$ cat src/rtl/max_pool_2x2.sv
// -----------------------------------------------------------------------------
// max_pool_2x2
//   Streaming 2x2, stride-2 pooling stage for a raster-order pixel stream
//   (row-major, column fastest). Each 2x2 block of the input frame yields one
//   pooled pixel, so an IMGROW x IMGCOL frame becomes IMGROW/2 x IMGCOL/2.
//   Only a half-width line buffer is kept; the frame is never stored.
//
//   Even rows fold horizontal pairs into the line buffer. Odd rows fold the
//   buffered pair with the current pair and emit the block result.
//
// Parameters
//   IMGCOL      input frame width  (even, >= 2)
//   IMGROW      input frame height (even, >= 2)
//   DATA_WIDTH  signed pixel width, input and output
//
// Ports
//   clk         clock, all logic on posedge
//   rst         synchronous active-low reset
//   in_valid    in_data holds a valid pixel
//   in_ready    block can take a pixel (transfer on in_valid & in_ready)
//   in_data     signed input pixel
//   out_valid   out_data holds a pooled pixel
//   out_ready   downstream accepts (transfer on out_valid & out_ready)
//   out_data    signed pooled pixel
//   frame_done  high with the last pooled pixel of a frame
//
// Configuration
//   POOL_AVG_EN  undefined: max pooling.
//                defined:   average pooling, out = (sum of 4) >>> 2.
// -----------------------------------------------------------------------------
module max_pool_2x2 #(
  parameter int IMGCOL     = 32,
  parameter int IMGROW     = 32,
  parameter int DATA_WIDTH = 8
) (
  input  logic                         clk,
  input  logic                         rst,
  input  logic                         in_valid,
  output logic                         in_ready,
  input  logic signed [DATA_WIDTH-1:0] in_data,
  output logic                         out_valid,
  input  logic                         out_ready,
  output logic signed [DATA_WIDTH-1:0] out_data,
  output logic                         frame_done
);

  localparam int HALF = IMGCOL / 2;
  localparam int CW   = (IMGCOL > 2) ? $clog2(IMGCOL) : 1;
  localparam int RW   = (IMGROW > 2) ? $clog2(IMGROW) : 1;
  localparam int KW   = (HALF > 1)   ? $clog2(HALF)   : 1;

`ifdef POOL_AVG_EN
  // Accumulator wide enough for a four-pixel signed sum. hold carries up to
  // a three-pixel partial sum on odd rows, so it shares the block width.
  localparam int AW = DATA_WIDTH + 2;
`else
  localparam int AW = DATA_WIDTH;
`endif

  // Row-parity FSM
  localparam logic [0:0] EVEN_ROW = 1'b0;
  localparam logic [0:0] ODD_ROW  = 1'b1;

  logic [0:0]                  state_q, state_d;
  logic [CW-1:0]               col_q, col_d;
  logic [RW-1:0]               row_q, row_d;
  logic signed [AW-1:0]        hold_q, hold_d;
  logic signed [DATA_WIDTH-1:0] out_data_q, out_data_d;
  logic                        out_valid_q, out_valid_d;
  logic                        frame_done_q, frame_done_d;

  logic signed [AW-1:0]        lbuf_q [HALF];
  logic                        lbuf_we;
  logic signed [AW-1:0]        lbuf_wdata;
  logic [KW-1:0]               lbuf_k;
  logic signed [AW-1:0]        lbuf_rd;

  logic                        accept;
  logic                        col_last;
  logic                        row_last;
  logic signed [AW-1:0]        pix_ext;
  logic signed [AW-1:0]        blk;
  logic signed [DATA_WIDTH-1:0] result;

  // Pairwise reduction: signed max, or signed sum in average mode.
  function automatic logic signed [AW-1:0] combine(input logic signed [AW-1:0] a,
                                                   input logic signed [AW-1:0] b);
`ifdef POOL_AVG_EN
    combine = a + b;
`else
    combine = (a > b) ? a : b;
`endif
  endfunction

  assign in_ready = ~out_valid_q | out_ready;
  assign accept   = in_valid & in_ready;
  assign col_last = (col_q == CW'(IMGCOL - 1));
  assign row_last = (row_q == RW'(IMGROW - 1));
  assign pix_ext  = AW'(in_data);       // sign-extending cast
  assign lbuf_k   = KW'(col_q >> 1);
  assign lbuf_rd  = lbuf_q[lbuf_k];
  assign blk      = combine(hold_q, pix_ext);

`ifdef POOL_AVG_EN
  // Floor division by 4; the quotient of four DATA_WIDTH values always fits.
  assign result = DATA_WIDTH'(blk >>> 2);
`else
  assign result = blk;
`endif

  // NOTE: every always_comb output gets a default first, so no path leaves a
  // signal unassigned and no latch is inferred.
  always_comb begin
    state_d      = state_q;
    col_d        = col_q;
    row_d        = row_q;
    hold_d       = hold_q;
    out_data_d   = out_data_q;
    out_valid_d  = out_valid_q;
    frame_done_d = frame_done_q;
    lbuf_we      = 1'b0;
    lbuf_wdata   = combine(hold_q, pix_ext);

    // A pending result leaves once it is taken; a new one below overrides.
    if (out_valid_q && out_ready) begin
      out_valid_d  = 1'b0;
      frame_done_d = 1'b0;
    end

    if (accept) begin
      if (col_last) begin
        col_d   = '0;
        row_d   = row_last ? '0 : row_q + RW'(1);
        state_d = (state_q == EVEN_ROW) ? ODD_ROW : EVEN_ROW;
      end else begin
        col_d = col_q + CW'(1);
      end

      if (state_q == EVEN_ROW) begin
        if (!col_q[0]) begin
          hold_d = pix_ext;
        end else begin
          lbuf_we = 1'b1;
        end
      end else begin
        if (!col_q[0]) begin
          hold_d = combine(lbuf_rd, pix_ext);
        end else begin
          out_data_d   = result;
          out_valid_d  = 1'b1;
          frame_done_d = row_last && col_last;
        end
      end
    end
  end

  // NOTE: sequential state uses non-blocking assignments so every register
  // samples the pre-edge values regardless of statement order.
  always_ff @(posedge clk) begin
    if (!rst) begin
      state_q      <= EVEN_ROW;
      col_q        <= '0;
      row_q        <= '0;
      hold_q       <= '0;
      out_data_q   <= '0;
      out_valid_q  <= 1'b0;
      frame_done_q <= 1'b0;
    end else begin
      state_q      <= state_d;
      col_q        <= col_d;
      row_q        <= row_d;
      hold_q       <= hold_d;
      out_data_q   <= out_data_d;
      out_valid_q  <= out_valid_d;
      frame_done_q <= frame_done_d;
    end
  end

  // NOTE: the line buffer has no reset; each entry is rewritten on every even
  // row before the following odd row reads it, so stale contents never leak.
  always_ff @(posedge clk) begin
    if (lbuf_we) begin
      lbuf_q[lbuf_k] <= lbuf_wdata;
    end
  end

  assign out_valid  = out_valid_q;
  assign out_data   = out_data_q;
  assign frame_done = frame_done_q;

endmodule

$ cat config.mk
export PLATFORM = sky130hd
export DESIGN_NAME = max_pool_2x2
export DESIGN_NICKNAME = d
export VERILOG_FILES = /design/src/rtl/max_pool_2x2.sv
export SDC_FILE = /design/constraint.sdc
export NUM_CORES = 1
export LEC_CHECK = 0
export BUFFER_PORTS_ARGS = -buffer_cell sky130_fd_sc_hd__buf_4
export CAP_MARGIN = 20
export CORE_MARGIN = 10
export CORE_UTILIZATION = 45
export DETAILED_ROUTE_END_ITERATION = 8
export SLEW_MARGIN = 10
export SYNTH_ARGS = -nofsm -noshare
export SYNTH_HDL_FRONTEND = slang
export SYNTH_SLANG_ARGS = --single-unit
$ cat constraint.sdc
create_clock -name clk -period 8.1 [get_ports clk]
set_input_delay 0.405 -clock clk [delete_from_list [all_inputs] [get_ports clk]]
set_output_delay 0.405 -clock clk [all_outputs]
set_load 0.01 [all_outputs]
==> impl_metrics.ini, run 1 <==
[synthesis]
synth_largest_area_cell = edfxtp_1
synthMuxAreaShare = 0.111
synth_area_leaders = edfxtp_1, mux4_2, dfxtp_1
synth_top_family_by_area = multiplexers
synth.avg_cell_area_um2 = 14.8
synth_flop_cell = edfxtp_1
synthesis.area_mm2 = 0.00694
ys_async_sr_fraction = 0
ys_seq_area_frac = 0.649
synth_cell_types = 49
synth_fa_ha_area_frac = 0.0361
synth_top_area_frac = 0.554
synth_xor_xnor_area_share = 0.00126
synth_seq_cells = 161
yosys_warnings = 0
synthCells = 469
synth_simple_gate_area_frac = 0.102
synth_compound_area_frac = 0.0680
synth-edff-count = 128
syn-num-nets = 501

[global_route]
grt_pass1_wl_mm = 23.2
grt_max_degree = 33
grt_antenna_before_repair = 0
grt_pass1_vias = 4046
grt_remaining_overflow = 0
grt_use_total = 0.150

[route]
drcViolationCount = 0
drtIter0Drc = 393
viasPerCell = 5.79
vias = 4027
drtAntennaViolNets = 0
drtPass1Iterations = 5
post_drt_wl_per_cell_um = 20.9
drt-total-wl_mm = 14.5

[critical_path]
r2r_cells = 11
path_class = flop to flop
arrival_ns = 3.96
critPathMaxFanout = 32
start_kind = flop
cp.required_ns = 8.40
end_kind = flop

[floorplan]
dieArea_mm2 = 0.0208
rows = 45
die_h_um = 144
ios = 23
initial_core_util = 0.458
coreArea_mm2 = 0.0151
die_x_um = 144

[timing]
worst_pin_slew_ns = 1.08
fin_crit_sh = 0.452
finalMaxSlewViolations = 0
fmax_mhz = 273
relSlewSlack = 0.278
min_period_ns = 3.66
rsz0062_at_grt = no
finalHoldViolCount = 0
setup_violations = 0
skew_ns = 0.00931
fin_setup_tns_ns = 0

[cells_and_area]
diodes = 0
nets = 526
multiInputGateArea_mm2 = 0.00223
drive_gt1_frac = 0.215
synthToLayoutAreaGrowth_pct = 13.4
ff_latch_area_mm2 = 0.00451
fillers = 1259

[clock_tree]
cts-htree-levels = 4
cts.path.max_buffers = 2
cts_tree = done
ctsResizeCount = 0
cts_inserted_buffers = 17
ctsRootBufferMaster = clkbuf_16
path_clk_slew_ns = 0.06
clk_latency_ns = 0.42
clkSinkCount = 161
hold_buffers = 0
post_cts_buffers = 0

[pwr]
p_per_area_mw_per_mm2 = 236
peakVddDrop_v = 0.000204
leakagePower_nw = 2.68
total_power_mw = 1.85

[placement]
hpwl_mm = 9.96
io_buffer_count = 22
gp_congestion = 0.787

[worst_hold_path]
min_delay_path_depth = 3
holdCritPathClass = primary input to flop

[outcome]
outcome = completed

[flow_run]
maxCapViolations = 0
## cells in the mapped netlist (all sizes together) (2+ instances only)
cell / instances
nor3b: 2
nor4: 8
clkbuf: 9
a211o: 2
nand3b: 3
buf: 16
or4: 2
nand2: 42
nor3: 6
and3: 2
edfxtp: 128
nand3: 8
mux4: 32
nor2b: 3
mux2i: 4
a21oi: 13
a211oi: 8
inv: 18
a31oi: 2
and4: 7
dfxtp: 33
nand4: 13
nand2b: 4
ha: 20
o21ai: 26
nor2: 34
o211ai: 10
a22o: 2
## where the power goes
group	switching, mW	total, mW	internal [mW]
sequential	0.00594	0.925	0.919
combinational	0.0814	0.123	0.0417
clock	0.320	0.807	0.486
## final timing paths
check	endpoint	slack, ns	start
setup / recovery	hold_q[2]$_SDFFE_PN0P_	4.44	flop
hold / removal	hold_q[7]$_SDFFE_PN0P_	0.26	in_data[7]
setup reg to reg	hold_q[2]$_SDFFE_PN0P_	4.44	flop
hold reg to reg	frame_done$_SDFF_PN0_	0.48	frame_done$_SDFF_PN0_
## final cells by class
class,instances,area share
clock inverter,12,0.0199
timing repair buffer,31,0.0301
sequential,161,0.573
clock buffer,20,0.0555
multi-input combinational,265,0.283
inverter,18,0.00859
tap,188,0.0299
## through the flow
step           area, um2  instances  setup slack (ns)   util  hold slack, ns
4_1_cts             7840        693              4.42  0.518           0.248
2_1_floorplan       6940        469              5.04      -           0.453
6_report            7870        695              4.44  0.519           0.261
3_5_place_dp        7250        661              4.43  0.478           0.466
5_1_grt             7870        695              4.18  0.519           0.260
3_3_place_gp        7240        660              4.45  0.478           0.461
## state kept, by name, summed over array words and instances, names as in the netlist, named ones only
| register | flops |
|---|---|
| hold_q | 8 |
| lbuf_q | 128 |
| out_data | 8 |
| row_q | 5 |
| state_q | 1 |
| out_valid | 1 |
| col_q | 5 |
| frame_done | 1 |
## critical path: stages (launching register included)
cell	delay, ns
dfxtp_2	0.31
buf_4	0.50
mux4_2	0.58
nand2_1	0.08
and4_1	0.24
inv_1	0.06
ha_1	0.31
a21o_1	0.17
a2111oi_0	0.41
a2111o_1	0.33
a21bo_1	0.41
o211ai_2	0.11
## cell usage in the layout (no fill, tap or decap), types with 7 or more instances in the layout
master     synthesis  layout
o211ai_2           8       8
a211oi_1           8       8
ha_1              20      20
a21oi_1           13      13
clkbuf_16          0      17
mux4_2            32      32
inv_1             18      18
nand2_1           41      41
edfxtp_1         128     128
dfxtp_1           33      32
nand3_1            7       7
o21ai_0           26      19
buf_4              3      30
nor2_1            33      33
and4_1             7       7
nor4_1             8       8
nand4_1           13      13
## routing by layer
layer  vias to the layer above  wire length (um)  global-route usage
li1                       1869                 -                   -
met1                      2041              6500               0.204
met2                       102              7110               0.231
met3                        15               762              0.0357
met4                         0               164              0.0505
met5                         -                 0                   0
## kinds of logic after synthesis
logic type	count (synthesis)
buf+inv	43
fa+ha+maj	20
xor+xnor	1
compound gates	69
mux	37
simple gates	138
flops	161
Note: power is estimated with default switching activity, not from simulation.
==> run 2, diff against run 1 <==
--- a/config.mk
+++ b/config.mk
@@ -5,6 +5,7 @@
 export SDC_FILE = /design/constraint.sdc
 export NUM_CORES = 1
 export LEC_CHECK = 0
+export ABC_AREA = 1
 export BUFFER_PORTS_ARGS = -buffer_cell sky130_fd_sc_hd__buf_4
 export CAP_MARGIN = 20
 export CORE_MARGIN = 10
==> constraint.sdc (replaced) <==
create_clock -name clk -period 3.7 [get_ports clk]
set_input_delay 0.185 -clock clk [delete_from_list [all_inputs] [get_ports clk]]
set_output_delay 0.185 -clock clk [all_outputs]
set_load 0.01 [all_outputs]
==> run 2 against run 1 <==
Via count is 35% higher. Final cell count is 53% higher. Sequential share of layout area is 4.6 points lower. Register-to-register slack worse by 3.9 ns. Global-route usage is 1.6 points higher. Design area is 8.8% higher. Count of clock-buffer cells in the layout stayed put. Sequential power is 120% higher. Critical path type unchanged.
==> impl_metrics.ini, run 2 <==
[synthesis]
synth.most_common_cell = nand2_1
synth_flop_cell = edfxtp_1
synthCells = 815
synthesis.area_mm2 = 0.00756
ys_seq_area_frac = 0.595
synth_top_area_frac = 0.508
synth_seq_cells = 161
synth_cell_types = 29
synth_common_cells = nand2_1, edfxtp_1, nand3_1, inv_1, nor2_1
synth-edff-count = 128
synth_area_leaders = edfxtp_1, nand2_1, dfxtp_1
synth_largest_area_cell = edfxtp_1
synth.avg_cell_area_um2 = 9.28
yosys_warnings = 0
ys_async_sr_fraction = 0
syn-num-nets = 847

[clock_tree]
cts_tree = done
post_cts_buffers = 0
ctsResizeCount = 0
cts.path.max_buffers = 2
clk_latency_ns = 0.42
cts-htree-levels = 4
ctsRootBufferMaster = clkbuf_16
hold_buffers = 0
cts_inserted_buffers = 17
clkSinkCount = 161
path_clk_slew_ns = 0.06

[timing]
fmax_mhz = 318
fin_setup_tns_ns = 0
worst_pin_slew_ns = 1.02
min_period_ns = 3.14
fin_crit_sh = 0.849
skew_ns = 0.00745
setup_violations = 0
rsz0062_at_grt = no
relSlewSlack = 0.317
finalMaxSlewViolations = 0
finalHoldViolCount = 0

[route]
drcViolationCount = 0
post_drt_wl_per_cell_um = 16.7
vias = 5421
drtIter0Drc = 507
drtPass1Iterations = 5
drt-total-wl_mm = 17.8
viasPerCell = 5.09
drtAntennaViolNets = 0

[pwr]
total_power_mw = 4.49
swShare = 0.227
p_int_mw = 3.47
leakagePower_nw = 3.73
p_sw_mw = 1.02
peakVddDrop_v = 0.000338
clkPwrFrac = 0.447
combPwrFrac = 0.096
seq_power_share = 0.457
p_per_area_mw_per_mm2 = 525

[outcome]
outcome = completed

[floorplan]
initial_core_util = 0.458
dieArea_mm2 = 0.0224
ios = 23
die_x_um = 150
coreArea_mm2 = 0.0165
rows = 47
die_h_um = 150

[worst_hold_path]
hold_start = out_ready
holdPathEnd = frame_done$_SDFF_PN0_
min_delay_path_depth = 4
holdCritPathClass = primary input to flop

[flow_run]
maxCapViolations = 0

[placement]
io_buffer_count = 22
place_inst = 1034
hpwl_mm = 11.8
placed_cell_area_mm2 = 0.00789
gp_congestion = 0.854

[critical_path]
cp.required_ns = 4.03
slowest_stage = inv_2
start_kind = flop
slowest_delay_ns = 0.42
end_kind = flop
crit_top_cell = nand2_1
r2r_slack_ns = 0.56
crit_family = simple AND/OR/NAND/NOR gates
r2r-end = hold_q[4]$_SDFFE_PN0P_
path_class = flop to flop
arrival_ns = 3.47
critPathMaxFanout = 30
cp_cell_sequence = inv_2 > buf_12 > nand2_1 > nand3_1 > nand3_1 > nand3_1 > nand2_1 > ha_1 > a21o_1 > nor2_1 > nand2_1 > nand2_1 > nand3_1 > nand2_1 > nand3_1 > nand2_1 > inv_1
critPathBufInv = 3
r2r_cells = 17

[cells_and_area]
final_common_cell = nand2_1
final_cell_mix = nand2_1, edfxtp_1, nand3_1, inv_1, nor2_1
nets = 865
drive_gt1_frac = 0.0805
largest_register = lbuf_q
diodes = 0
final_core_util = 0.518
synthToLayoutAreaGrowth_pct = 13.1
fin_cells = 1065
fillers = 1504
design_area_mm2 = 0.00856
largest_reg_flops = 128

[global_route]
grt_pass1_wl_mm = 28.8
grt_pass1_vias = 5509
grt_use_total = 0.166
grt_antenna_before_repair = 0
grt_max_degree = 70
grt_remaining_overflow = 0
[run 2: cell types whose count changed in the layout (fill, tap and decap cells not counted), sizes merged, moves of 19 or more]
cell   before  now
mux4       32    0
nand2      42  236
inv        21  124
nand3       8  123
o21ai      26    5
nor2       34   53
[run 2: area by class of cell]
cell class	instances	area, um2	share of cell area
Clock buffer	20	437	0.0510
Clock inverter	11	233	0.0272
Inverter	123	462	0.0539
Multi-Input combinational cell	502	2420	0.283
Sequential cell	161	4510	0.526
Tap cell	220	275	0.0322
Timing Repair Buffer	28	223	0.0260
[run 2: worst max-delay path by stage]
stage | start | to | depth (start not counted) | slack (ns)
after detailed placement | flop | hold_q[5]$_SDFFE_PN0P_ | 17 | 0.62
after CTS | flop | hold_q[5]$_SDFFE_PN0P_ | 17 | 0.61
after global routing | flop | hold_q[4]$_SDFFE_PN0P_ | 17 | 0.30
after global placement | flop | hold_q[4]$_SDFFE_PN0P_ | 17 | 0.75
final | flop | hold_q[4]$_SDFFE_PN0P_ | 17 | 0.56
after floorplan | flop | hold_q[0]$_SDFFE_PN0P_ | 16 | 1.34
[run 2: through the flow]
| stage | hold slack, ns | setup slack [ns] |
|---|---|---|
| final | 0.0641 | 0.559 |
| after global routing | 0.0695 | 0.298 |
| after CTS | 0.0452 | 0.611 |
| after detailed placement | 0.462 | 0.625 |
| after global placement | 0.453 | 0.752 |
| after floorplan | 0.356 | 1.34 |
[run 2: per-layer routing]
metal	track usage	up-vias	part of all wire	routed length (um)
li1	-	2694	-	-
met1	0.213	2557	0.46	8170
met2	0.263	141	0.46	8270
met3	0.0441	29	0.053	943
met4	0.0607	0	0.024	425
met5	0	-	0	0
[run 2: power groups by stage]
stage | Sequential (mW) | Combinational (mW) | Clock (mW)
5_1_grt | 2.05 | 0.490 | 2.10
3_5_place_dp | 2.09 | 0.433 | 0
3_3_place_gp | 2.09 | 0.419 | 0
6_report | 2.05 | 0.432 | 2.01
2_1_floorplan | 2.08 | 0.290 | 0
4_1_cts | 2.05 | 0.435 | 2.04
[run 2: logic make-up after synthesis]
family,share of synthesized area
AND/OR/NAND/NOR,0.259
flip-flops,0.595
buffers and inverters,0.0840
AO/OA/AOI/OAI,0.0286
adder cells (fa/ha/maj),0.0331
[run 2: worst reg2reg max path, delay by kind of cell (launching register included)]
family / cells / cell delay (ns)
AO/OA/AOI/OAI: 1 / 0.20
adder cells (fa/ha/maj): 1 / 0.35
flip-flops: 1 / 0.32
buffers and inverters: 3 / 0.72
AND/OR/NAND/NOR: 12 / 1.44
==> run 3, diff against run 2 <==
==> constraint.sdc (replaced) <==
create_clock -name clk -period 2.8 [get_ports clk]
set_input_delay 0.14 -clock clk [delete_from_list [all_inputs] [get_ports clk]]
set_output_delay 0.14 -clock clk [all_outputs]
set_load 0.01 [all_outputs]
==> run 3 against run 2 <==
Die area is the same. Final cell count grew 2.5%. Core utilization grew 1.3 points. Count of clock-buffer cells in the layout shrank 2. Clock power grew 25%. Global-route usage grew 0.27 points. Critical endpoint is now hold_q[7]$_SDFFE_PN0P_.
==> impl_metrics.ini, run 3 (synthesis results as in run 2) <==
[global_route]
grt_max_degree = 46
grt_pass1_vias = 5434
grt_antenna_before_repair = 0
grt_pass1_wl_mm = 29.1
grt_use_total = 0.168
grt_remaining_overflow = 0

[route]
drtIter0Drc = 511
drtAntennaViolNets = 0
viasPerCell = 5.07
route.met2.wl_mm = 8.66
drtPass1Iterations = 6
post_drt_wl_per_cell_um = 16.7
top_layer_used = met4
drcViolationCount = 0
vias = 5535
drt-total-wl_mm = 18.3
met3WireLength_um = 836
drt-met1-wl_mm = 8.43

[cells_and_area]
diodes = 0
drive_gt1_frac = 0.112
nets = 891
fillers = 1486
synthToLayoutAreaGrowth_pct = 16.1
ff_latch_area_mm2 = 0.00451
final_cell_mix = nand2_1, edfxtp_1, inv_1, nand3_1, nor2_1
multiInputGateArea_mm2 = 0.00244
largest_register = lbuf_q
largest_reg_flops = 128
final_common_cell = nand2_1

[critical_path]
critPathBufInv = 2
r2r-end = hold_q[7]$_SDFFE_PN0P_
r2r_cells = 19
arrival_ns = 2.96
crit_family = simple AND/OR/NAND/NOR gates
path_depth = 19
cp_cell_sequence = buf_4 > nand2_1 > nand3_1 > nand3_1 > nand3_1 > nand2_1 > ha_1 > nand2_1 > nand2_1 > nand2_1 > nand2_1 > nand2_1 > nand2_1 > nand2_1 > nand2_2 > nand3_1 > nand3_1 > nand2_1 > inv_1
crit_top_cell = nand2_1
cp.required_ns = 3.13
crit_end = hold_q[7]$_SDFFE_PN0P_
slowest_delay_ns = 0.39
critPathMaxFanout = 22
slowest_stage = dfxtp_2
r2r_slack_ns = 0.16
path_class = flop to flop
end_kind = flop
start_kind = flop

[placement]
gp_congestion = 0.847
io_buffer_count = 22
hpwl_mm = 12.3

[timing]
finalMaxSlewViolations = 0
min_period_ns = 2.64
worst_pin_slew_ns = 0.751
skew_ns = 0.00819
fmax_mhz = 379
relSlewSlack = 0.497
finalHoldViolCount = 0
setup_violations = 0
fin_crit_sh = 0.942
hold_ws_ns = 0.0176

[clock_tree]
cts_tree = done
cts.path.max_buffers = 2
hold_buffers = 0
clkSinkCount = 161
cts_inserted_buffers = 17
clk_latency_ns = 0.43
ctsRootBufferMaster = clkbuf_16
cts-htree-levels = 4
path_clk_slew_ns = 0.06

[floorplan]
dieArea_mm2 = 0.0224
die_x_um = 150
coreArea_mm2 = 0.0165
rows = 47
initial_core_util = 0.458
die_h_um = 150
ios = 23

[flow_run]
maxCapViolations = 0

[outcome]
outcome = completed

[pwr]
peakVddDrop_v = 0.000437
leakagePower_nw = 3.86
p_per_area_mw_per_mm2 = 669
total_power_mw = 5.88

[worst_hold_path]
holdCritPathClass = primary input to flop
-- run 3: cell types whose count changed in the layout (fill, tap and decap cells not counted), moves of 2 or more --
cell / delta
clkinvlp_4: +5
buf_4: +23
clkbuf_1: -2
bufinv_16: -2
buf_12: +3
-- run 3: area by class of cell --
cell class | instances | share of cell area
Sequential cell | 161 | 0.513
Multi-Input combinational cell | 502 | 0.278
Inverter | 123 | 0.0529
Tap cell | 220 | 0.0313
Clock buffer | 18 | 0.0489
Timing Repair Buffer | 54 | 0.0519
Clock inverter | 14 | 0.0242
-- run 3: where the power goes --
part / total, mW / internal, mW / switching [mW]
Combinational: 0.649 / 0.187 / 0.462
Clock: 2.52 / 1.58 / 0.943
Sequential: 2.71 / 2.69 / 0.0192
-- run 3: timing repair --
action / 4_1_cts / 5_1_grt
setup endpoints to repair: 0 / 8
setup buffers: 0 / 0
resized for setup: 0 / 4
-- run 3: worst min-delay path by stage --
stage	slack, ns	depth (start not counted)	endpoint	start
after floorplan	0.31	2	frame_done$_SDFF_PN0_	rst
after global placement	0.45	4	frame_done$_SDFF_PN0_	out_ready
after detailed placement	0.46	4	frame_done$_SDFF_PN0_	out_ready
after CTS	0.003	4	frame_done$_SDFF_PN0_	out_ready
after global routing	0.06	4	frame_done$_SDFF_PN0_	out_ready
final	0.02	4	frame_done$_SDFF_PN0_	out_ready
-- run 3: worst min-delay path: cells and delay by family --
family                 cells  cell delay (ns)
AO/OA/AOI/OAI              1             0.06
AND/OR/NAND/NOR            2             0.11
buffers and inverters      1             0.08
-- run 3: through the flow --
step	setup slack (ns)	setup TNS, ns	utilization	cells	area [um2]
2_1_floorplan	0.437	0	-	815	7560
3_3_place_gp	0.189	0	0.492	1060	8120
3_5_place_dp	0.104	0	0.492	1060	8120
4_1_cts	0.0723	0	0.530	1092	8760
5_1_grt	-0.0171	-0.0424	0.531	1092	8780
6_report	0.163	0	0.531	1092	8780
-- run 3: routing by layer --
metal | global-route usage | up-vias
li1 | - | 2746
met1 | 0.219 | 2622
met2 | 0.273 | 137
met3 | 0.0350 | 30
met4 | 0.0607 | 0
met5 | 0 | -
